[config.mk]
export PLATFORM = sky130hd
export DESIGN_NAME = mem_arbiter
export DESIGN_NICKNAME = d
export VERILOG_FILES = /design/src/rtl/mem_arbiter.sv
export SDC_FILE = /design/constraint.sdc
export NUM_CORES = 1
export LEC_CHECK = 0
export ABC_CLOCK_PERIOD_IN_PS = 2400
export CORE_MARGIN = 3
export CORE_UTILIZATION = 37
export CTS_CLUSTER_SIZE = 16
export DETAILED_ROUTE_END_ITERATION = 10
export GPL_TIMING_DRIVEN = 0
export HOLD_SLACK_MARGIN = 0.1
export PLACE_DENSITY = 0.78
export SYNTH_ARGS = -nofsm -noshare
export SYNTH_HDL_FRONTEND = slang
export SYNTH_SLANG_ARGS = --single-unit
[constraint.sdc]
create_clock -name clock -period 2.4 [get_ports clock]
set_clock_uncertainty 0.05 [all_clocks]
set_input_delay 0.72 -clock clock [delete_from_list [all_inputs] [get_ports clock]]
set_output_delay 0.72 -clock clock [all_outputs]
set_load 0.02 [all_outputs]
[src/rtl/mem_arbiter.sv]
// mem_arbiter: round-robin arbiter that serialises fetch (port 0) and load/store (port 1)
// accesses onto a single memory interface, one access in flight at a time.
module mem_arbiter #(
    parameter int CORE         = 0,
    parameter int DATA_WIDTH   = 32,
    parameter int ADDRESS_BITS = 20,
    parameter int MEM_LATENCY  = 1
) (
    input  logic                    clock,
    input  logic                    reset,
    input  logic                    req0_read,
    input  logic                    req0_write,
    input  logic [ADDRESS_BITS-1:0] req0_address,
    input  logic [DATA_WIDTH-1:0]   req0_in_data,
    output logic                    req0_ready,
    output logic                    req0_valid,
    output logic [DATA_WIDTH-1:0]   req0_out_data,
    input  logic                    req1_read,
    input  logic                    req1_write,
    input  logic [ADDRESS_BITS-1:0] req1_address,
    input  logic [DATA_WIDTH-1:0]   req1_in_data,
    output logic                    req1_ready,
    output logic                    req1_valid,
    output logic [DATA_WIDTH-1:0]   req1_out_data,
    output logic                    mem_read,
    output logic                    mem_write,
    output logic [ADDRESS_BITS-1:0] mem_address,
    output logic [DATA_WIDTH-1:0]   mem_in_data,
    input  logic [DATA_WIDTH-1:0]   mem_out_data,
    input  logic                    report
);
    localparam int LW = $clog2(MEM_LATENCY + 1);
    localparam logic [LW-1:0] LAST = LW'(MEM_LATENCY - 1);

    typedef enum logic [1:0] {IDLE, ACCESS, DONE} state_t;

    state_t                  state;
    logic                    grant, last_grant, op_write;
    logic [LW-1:0]           lat_cnt;
    logic [ADDRESS_BITS-1:0] addr_q;
    logic [DATA_WIDTH-1:0]   data_q;
    logic                    want0, want1, pick, take, in_access, unused_report;

    always_comb begin
        want0         = req0_read | req0_write;
        want1         = req1_read | req1_write;
        pick          = (want0 & want1) ? ~last_grant : want1;
        take          = ~reset & (state == IDLE) & (want0 | want1);
        in_access     = state == ACCESS;
        req0_ready    = take & ~pick;
        req1_ready    = take & pick;
        req0_valid    = (state == DONE) & ~grant;
        req1_valid    = (state == DONE) & grant;
        mem_read      = in_access & ~op_write;
        mem_write     = in_access & op_write;
        mem_address   = in_access ? addr_q : '0;
        mem_in_data   = (in_access & op_write) ? data_q : '0;
        unused_report = report ^ CORE[0];
    end

    always_ff @(posedge clock) begin
        if (reset) begin
            state         <= IDLE;
            grant         <= 1'b0;
            last_grant    <= 1'b1;
            op_write      <= 1'b0;
            lat_cnt       <= '0;
            addr_q        <= '0;
            data_q        <= '0;
            req0_out_data <= '0;
            req1_out_data <= '0;
        end else begin
            case (state)
                IDLE: begin
                    if (want0 | want1) begin
                        grant      <= pick;
                        last_grant <= pick;
                        op_write   <= pick ? req1_write : req0_write;
                        addr_q     <= pick ? req1_address : req0_address;
                        data_q     <= pick ? req1_in_data : req0_in_data;
                        lat_cnt    <= '0;
                        state      <= ACCESS;
                    end
                end
                ACCESS: begin
                    if (op_write) begin
                        state <= DONE;
                    end else begin
                        lat_cnt <= lat_cnt + 1'b1;
                        if (lat_cnt == LAST) begin
                            if (grant) req1_out_data <= mem_out_data;
                            else req0_out_data <= mem_out_data;
                            state <= DONE;
                        end
                    end
                end
                DONE:    state <= IDLE;
                default: state <= IDLE;
            endcase
        end
    end
endmodule

==> impl_metrics.toml <==
[run_status]
status = "complete, but fails checks"
failed_checks = "setup timing"

[sta]
min_period_ps = 2430
slew_headroom_pct = 64.7
fin_ws_ps = -29.7
finalSetupViolCount = 2
rsz0062_at_grt = "yes"
max_freq_mhz = 412
hold_viol = 0
tightest_slew_ps = 529
finalCritPeriodShare_pct = 101
finalSetupTns_ps = -50.7
holdWs_ps = 405
slew_violations = 0

[clock_network]
insertion_delay_ps = 410
cts_sinks = 122
cts_tree = "built"
postCtsHoldBufs = 0
numCtsBuffers = 17
clk_pin_slew_worst_paths_ps = 60
htree_levels = 4
clockBufferDepth = 2
cts_root_buf = "clkbuf_16"

[routing]
drtPass1Iterations = 4
drt_wl_total_um = 18700
wl_per_cell_um = 17.2
vias = 5577
drc_errors = 0
drtIter0Drc = 260
vias_per_cell = 5.15
final_antenna_net_count = 0

[finish]
fin_nets = 1029
drive_above_1_share_pct = 18.0
diodes = 0
syn_to_final_growth_pct = 63.6
fin_cells = 1082
fin_area_um2 = 9080

[grt]
grt_pass1_vias = 5559
grt_overflow_total = 0
grt_pass1_wl_um = 28400
grtUsageTotal_pct = 21.8
grt_max_degree = 17
antenna_found_initial = 0

[worst_setup_path]
critPathMaxFanout = 5
startpoint_type = "input port"
crit_arrival_ps = 1660
cp.required_ps = 1630
critical_path_class = "input port to output pin"
critPathCaptureType = "output pin"
ff2ff_path_depth = 7

[placement]
placed_area_um2 = 8420
hpwlAfterDp_um = 13600
pre_cts_ws_ps = -1410
io_buffers = 263
gp_congestion = 0.829
dp.cells = 1036

[min_path]
whs_path_depth = 2
hp-class = "flip-flop to flip-flop"

[synth]
yosysWarnings = 0
synth_top_cell_by_area = "dfxtp_1"
synth_cell_types = 33
syn-cell-area_um2 = 5550
syn_area_per_cell_um2 = 9.42
synth_top_area_share_pct = 44.0
synth_fp_nets = 732
syn_inst = 589
synthTopCellsByArea = "dfxtp_1 44%, mux2i_1 12%, a221o_1 9.6%"
seq_area_frac_synth_pct = 44.0
synth_seq_cells = 122

[floorplanning]
die_w_um = 128
dieArea_um2 = 16500
io_pins = 265
core_area_um2 = 14600
rows = 44
die_h_um = 128
start_util_pct = 38.0

[flow_run]
max_cap_violations = 0

[power]
ir_worst_vdd_uv = 500
leakage_uw = 0.00385
p_per_area_nw_per_um2 = 680
==> critical path, stage by stage <==
cell    delay, ps
buf_12        100
or3_4         380
nor3_4        200
buf_6         140
buf_6         110
==> through the flow <==
| stage | power (uW) | utilization (%) |
|---|---|---|
| 3_3_place_gp | 3730 | 57.7 |
| 3_5_place_dp | 3750 | 57.7 |
| 6_report | 6180 | 62.3 |
| 5_1_grt | 6450 | 62.3 |
| 2_1_floorplan | 3100 | - |
| 4_1_cts | 6160 | 61.1 |
==> path summary, 6_finish.rpt <==
check / start / endpoint / slack (ps)
hold / removal: req1_out_data[25] / req1_out_data[25] / 410
setup / recovery: reset / req0_ready / -30
hold reg to reg: req1_out_data[25] / req1_out_data[25] / 410
setup reg to reg: state[1] / req0_out_data[12] / 550
==> cell families (layout without fill, tap and decap cells) <==
kind of cell	after synthesis	in the layout	share of synthesized area [%]
muxes	64	64	11.5
buffers and inverters	63	372	6.33
and+or+nand+nor	276	276	27.1
DFF	122	122	44.0
AOI/OAI and AO/OA	64	64	11.0
==> sequential cells by signal, indices dropped and copies added (netlist names) <==
register       cells
req1_out_data     32
lat_cnt            1
addr_q            20
req0_out_data     32
data_q            32
state              2
last_grant         1
grant              1
op_write           1
==> layout make-up <==
class / count / area [um2]
plain buffers: 58 / 419
clock buffers: 20 / 447
clock inverters: 11 / 98.8
fillers: 1290 / 5510
inverters: 3 / 11.3
multi-input cells: 404 / 2820
flip-flops and latches: 122 / 2450
well taps: 184 / 230
repair buffers: 280 / 2610
==> metal layers <==
| metal | GRT usage (%) | vias to the layer above | share of wire [%] |
|---|---|---|---|
| li1 | - | 2732 | - |
| met1 | 25.0 | 2601 | 41 |
| met2 | 37.5 | 221 | 49 |
| met3 | 7.72 | 23 | 8.5 |
| met4 | 7.74 | 0 | 1.7 |
| met5 | 0 | - | 0 |
==> repair_timing <==
action,CTS,global route
gates cloned,0,2
buffers inserted,7,8
setup endpoints to repair,69,55
resized for setup,293,52
pin swaps,5,6
==> cell usage in the layout (no fill, tap or decap), types with 27 or more instances in the layout <==
cell	n
nand2b_1	52
clkdlybuf4s50_1	200
nand2_1	99
a221o_1	53
buf_2	27
nor4_1	52
mux2i_1	64
buf_4	47
and3_1	28
dfxtp_1	120
==> report_power, final <==
group	leakage [uW]	switching, uW	internal, uW
clock	0.000262	939	1440
sequential	0.000999	108	2230
combinational	0.00259	705	760
==> synth_stat cells <==
| cell | count |
|---|---|
| nor3b_4 | 1 |
| inv_2 | 1 |
| a21oi_1 | 3 |
| clkbuf_1 | 32 |
| nor3_4 | 1 |
| nor3b_2 | 1 |
| buf_6 | 12 |
| a221o_1 | 53 |
| o21ba_2 | 1 |
| or2_1 | 1 |
| o21ai_0 | 3 |
| o21a_1 | 1 |
| a211o_1 | 1 |
| dfxtp_1 | 122 |
| buf_4 | 3 |
| inv_1 | 2 |
| nor4_1 | 52 |
| nand3_1 | 2 |
| or3_1 | 1 |
| buf_2 | 11 |
| or3_4 | 1 |
| nand2b_1 | 52 |
| and3_1 | 33 |
| mux2i_1 | 64 |
| nand2_1 | 99 |
| nor2_1 | 6 |
| buf_1 | 2 |
| nor3b_1 | 3 |
| and2_1 | 21 |
| nor2b_1 | 1 |
| o311ai_0 | 1 |
| or4_4 | 1 |
| a21oi_4 | 1 |
Power figures use the tool's default switching activity.
